[src/rtl/fifo_read_ctrl.sv]
// Read-side controller for the async FIFO: read address, Gray read pointer, empty, level and underflow.
// Optional level/almost-empty logic is compiled in with `define FIFO_RD_LEVEL_EN.
module fifo_read_ctrl #(
  parameter int unsigned ADDR_W    = 4,
  parameter int unsigned AE_THRESH = 2
) (
  input  logic              clk_i,
  input  logic              rst_n_i,
  input  logic              rinc_i,
  input  logic [ADDR_W:0]   rq2_wptr_i,
  input  logic              rerr_clr_i,
  output logic [ADDR_W-1:0] radr_o,
  output logic [ADDR_W:0]   rptr_o,
  output logic              rempty_o,
  output logic              raempty_o,
  output logic [ADDR_W:0]   rlevel_o,
  output logic              rerr_o
);

  localparam int unsigned PW = ADDR_W + 1;

  if (AE_THRESH > (2 ** ADDR_W)) begin : g_bad_thresh
    $error("fifo_read_ctrl: AE_THRESH exceeds FIFO depth");
  end

  logic [PW-1:0] rbin_q, rbin_d;
  logic [PW-1:0] rptr_q, rgray_d;
  logic          rempty_q, rempty_d;
  logic          rerr_q, rerr_d;
  logic          rd_ok, underflow;

  always_comb begin
    rd_ok     = rinc_i & ~rempty_q;
    underflow = rinc_i & rempty_q;
    rbin_d    = rbin_q + {{ADDR_W{1'b0}}, rd_ok};
    rgray_d   = rbin_d ^ (rbin_d >> 1);
    rempty_d  = (rgray_d == rq2_wptr_i);
    // a new underflow takes priority over a clear in the same cycle
    if (underflow)
      rerr_d = 1'b1;
    else if (rerr_clr_i)
      rerr_d = 1'b0;
    else
      rerr_d = rerr_q;
  end

  always_ff @(posedge clk_i or negedge rst_n_i) begin
    if (!rst_n_i) begin
      rbin_q   <= '0;
      rptr_q   <= '0;
      rempty_q <= 1'b1;
      rerr_q   <= 1'b0;
    end else begin
      rbin_q   <= rbin_d;
      rptr_q   <= rgray_d;
      rempty_q <= rempty_d;
      rerr_q   <= rerr_d;
    end
  end

  assign radr_o   = rbin_q[ADDR_W-1:0];
  assign rptr_o   = rptr_q;
  assign rempty_o = rempty_q;
  assign rerr_o   = rerr_q;

`ifdef FIFO_RD_LEVEL_EN
  localparam logic [PW:0] AE_T = AE_THRESH[PW:0];

  logic [PW-1:0] wbin;
  logic [PW-1:0] level_d, rlevel_q;
  logic          raempty_d, raempty_q;

  always_comb begin
    wbin[PW-1] = rq2_wptr_i[PW-1];
    for (int i = PW - 2; i >= 0; i--) begin
      wbin[i] = wbin[i+1] ^ rq2_wptr_i[i];
    end
    // extra MSB makes a full FIFO read as 2**ADDR_W rather than 0
    level_d   = wbin - rbin_d;
    raempty_d = ({1'b0, level_d} <= AE_T);
  end

  always_ff @(posedge clk_i or negedge rst_n_i) begin
    if (!rst_n_i) begin
      rlevel_q  <= '0;
      raempty_q <= 1'b1;
    end else begin
      rlevel_q  <= level_d;
      raempty_q <= raempty_d;
    end
  end

  assign rlevel_o  = rlevel_q;
  assign raempty_o = raempty_q;
`else
  assign rlevel_o  = '0;
  assign raempty_o = rempty_q;
`endif

endmodule

[config.mk]
export PLATFORM = sky130hd
export DESIGN_NAME = fifo_read_ctrl
export DESIGN_NICKNAME = d
export VERILOG_FILES = /design/src/rtl/fifo_read_ctrl.sv
export SDC_FILE = /design/constraint.sdc
export NUM_CORES = 1
export LEC_CHECK = 0
export CAP_MARGIN = 5
export CORE_MARGIN = 2
export CORE_UTILIZATION = 39
export CTS_CLUSTER_SIZE = 40
export DETAILED_ROUTE_END_ITERATION = 10
export PLACE_DENSITY = 0.8
export RECOVER_POWER = 25
export SLEW_MARGIN = 20
export SYNTH_ARGS = -nofsm -noshare
export SYNTH_HDL_FRONTEND = slang
export SYNTH_SLANG_ARGS = --single-unit
export TNS_END_PERCENT = 50
[constraint.sdc]
create_clock -name clk_i -period 2.3 [get_ports clk_i]
set_input_delay 0.46 -clock clk_i [delete_from_list [all_inputs] [get_ports clk_i]]
set_output_delay 0.46 -clock clk_i [all_outputs]
set_load 0.01 [all_outputs]
==> key figures <==
Worst setup path
  – Worst Path Buf+Inv: 2
  – CP Cell Sequence: clkdlybuf4s50_1, nor2b_1, ha_1, ha_1, buf_4, xnor2_1, xnor2_1, xor2_1, nor4_1
  – Slowest stage delay, CP: 410 ps
  – Slowest cell on crit path: clkdlybuf4s50_1
  – Worst Path Max Fanout: 4
  – Reg2reg setup slack: 270 ps
  – Crit. End Element: register
  – Critical path arrival: 2330 ps
  – R2R depth: 8
  – Crit start category: input pin
  – CP Class: in2reg
  – Delay-heaviest family, CP: buffers and inverters
  – Critical Path RT: 2470 ps
  – R2r startpoint: raempty_o
  – R2r endpoint: raempty_o

Detailed routing
  – DRT Wirelength: 1.11 mm
  – Met2 routed WL: 560 um
  – Top Layer Used: met4
  – Met1 Wirelength: 427 um
  – Via count: 426
  – Metal3 WL: 96 um
  – Vias/cell: 4.73
  – DRT iter0 DRCs: 7
  – DR WL/cell: 12.4 um
  – Final ANT Viol Nets: 0
  – Drt pass-1 iters: 3
  – DRC Markers: 0

STA
  – Crit path time final: 2160 ps
  – Endpoints failing setup: 0
  – RSZ-0062 raised after global routing: false
  – Setup_tns: 0 ps
  – Fin. max-slew vios: 0
  – Clk_skew: 2.94 ps
  – Worst hold slack: 531 ps
  – Post-route clock period utilization: 0.938
  – Achievable Freq: 464 MHz
  – Final Hold Fails: 0

Logic synthesis
  – Register area share after synthesis: 0.492
  – Yosys reg bits: 11
  – Avg Cell Area, Syn: 11.7 um^2
  – Yosys cell types: 21
  – Mapped Cells: 48
  – Ys Warns: 0
  – Synthesized cell area: 562 um^2

Finish
  – NumNets Final: 87
  – Layout cells sized above 1: 0.147
  – Layout fillers: 109
  – Ant diodes: 0
  – Finished Layout Cells: 90
  – Area Growth Syn to Fin: 45.0%
  – Final Instance Area: 815 um^2
  – Fin util: 0.618

Job
  – Maxcap violations: 0

Floorplan
  – Total die area: 1760 um^2
  – Top-level I/O count: 26
  – Die H: 42.0 um
  – Die Width: 42.0 um
  – FP Rows: 13
  – Core box area: 1320 um^2
  – Starting Density: 0.426

Clock tree
  – CTS Hold Bufs: 0
  – Setup Buffers After CTS: 0
  – Clock buffer depth: 2
  – Reg clk slew, reported paths: 70 ps
  – H-tree levels: 1
  – TritonCTS clock tree: yes
  – TritonCTS Buffers: 3
  – CTS resizes: 0
  – Skew-Pair Late Insertion Delay: 270 ps
  – CTS Sinks: 11
  – Root Buffer: clkbuf_4

Min path
  – Hold WC Path Type: reg2reg
  – Worst Hold End: rerr_o
  – Min-Delay Path Depth: 2
  – Worst hold start: rerr_o

Place
  – DP Area: 788 um^2
  – Port buffer count: 20
  – RD Place Congestion: 0.775
  – HPWL after detailed placement: 921 um
  – Placed cell count: 86

Global routing
  – Vias in the first global route: 439
  – Antenna violations before repair: 0
  – First-pass GRT wire length: 1.81 mm
  – Overall Global Routing Usage: 0.143
  – Largest net degree at the start of global routing: 12
  – Total congestion overflow: 0

Power and ir drop
  – PwrDens: 1530 nW/um^2
  – P_leak: 0.359 nW
  – VDD IR max: 0.771 mV

Outcome
  – Status: completed
layout make-up:
cell class,count,area (um^2),area share
repair buffers,25,238,0.292
clock buffers,4,26.3,0.0323
flip-flops and latches,11,277,0.339
inverters,1,3.75,0.00461
multi-input cells,34,251,0.309
well taps,15,18.8,0.0230
how the worst max path moves through the flow:
stage	start	endpoint	slack, ps	depth (start not counted)
floorplan	raempty_o	raempty_o	380	7
global placement	rinc_i	raempty_o	-60	9
detailed placement	rinc_i	raempty_o	-140	9
CTS	rinc_i	raempty_o	130	9
global route	rinc_i	raempty_o	10	9
finish	rinc_i	raempty_o	140	9
per-layer routing:
layer / track usage / vias to the layer above
met3: 0.0696 / 4
met5: 0 / -
li1: - / 200
met4: 0.0774 / 0
met2: 0.244 / 19
met1: 0.139 / 203
power by group:
group	switching, mW	total [mW]	internal [mW]
Clock	0.0628	0.130	0.0672
Combinational	0.309	0.733	0.423
Sequential	0.0867	0.386	0.300
Total	0.459	1.25	0.790
worst register-to-register path, delay by kind of cell, from the launching register on:
| family | cells | cell delay [ps] |
|---|---|---|
| simple gates | 2 | 350 |
| buf+inv | 1 | 150 |
| fa+ha+maj | 2 | 410 |
| xor+xnor | 3 | 460 |
| flops | 1 | 560 |
cell usage in the layout, fill, tap and decap left out:
cell,netlist,routed
conb_1,1,5
dlygate4sd3_1,0,1
clkdlybuf4s50_1,0,19
o21ai_0,1,1
a21boi_2,1,1
mux2i_1,1,1
and2_1,1,1
a21boi_0,1,1
o22ai_1,1,1
ha_1,2,2
dfstp_2,1,1
and3_2,1,1
nand4_1,1,1
xnor2_1,6,6
xor2_1,8,8
nand2_1,1,1
nor4_1,1,1
nand3_1,1,1
clkbuf_4,0,3
dfrtp_1,10,10
buf_4,6,5
nor2b_1,1,1
inv_1,1,1
clkbuf_1,0,1
nor2_1,1,1
Yosys cell counts:
cell	number	area, um^2
nor4_1	1	6.26
nand2_1	1	3.75
mux2i_1	1	10.0
xor2_1	8	70.1
o21ai_0	1	5.00
conb_1	1	3.75
buf_4	6	45.0
nor2b_1	1	6.26
nand4_1	1	6.26
a21boi_2	1	11.3
a21boi_0	1	7.51
and2_1	1	6.26
ha_1	2	25.0
xnor2_1	6	52.6
o22ai_1	1	6.26
and3_2	1	7.51
dfstp_2	1	26.3
nand3_1	1	5.00
dfrtp_1	10	250
nor2_1	1	3.75
inv_1	1	3.75
cells by family (layout without fill, tap and decap cells):
logic type | count (synthesis) | after routing | synth area share
compound gates | 4 | 4 | 0.0535
xor+xnor | 14 | 14 | 0.218
flops | 11 | 11 | 0.492
mux | 1 | 1 | 0.0178
other cells | 1 | 5 | 0.00668
buf+inv | 7 | 30 | 0.0868
fa+ha+maj | 2 | 2 | 0.0445
simple gates | 8 | 8 | 0.0802
flip-flops by register name, indices dropped and copies added (netlist names):
name	count
rerr_o	1
rbin_q	5
raempty_o	1
rptr_o	4
through the flow:
stage	worst slack, ps	power, mW
after floorplan	375	0.783
after global placement	-64.5	1.10
after detailed placement	-139	1.13
after CTS	129	1.27
after global routing	11.1	1.34
final	144	1.25
Note: power is estimated with default switching activity, not from simulation.
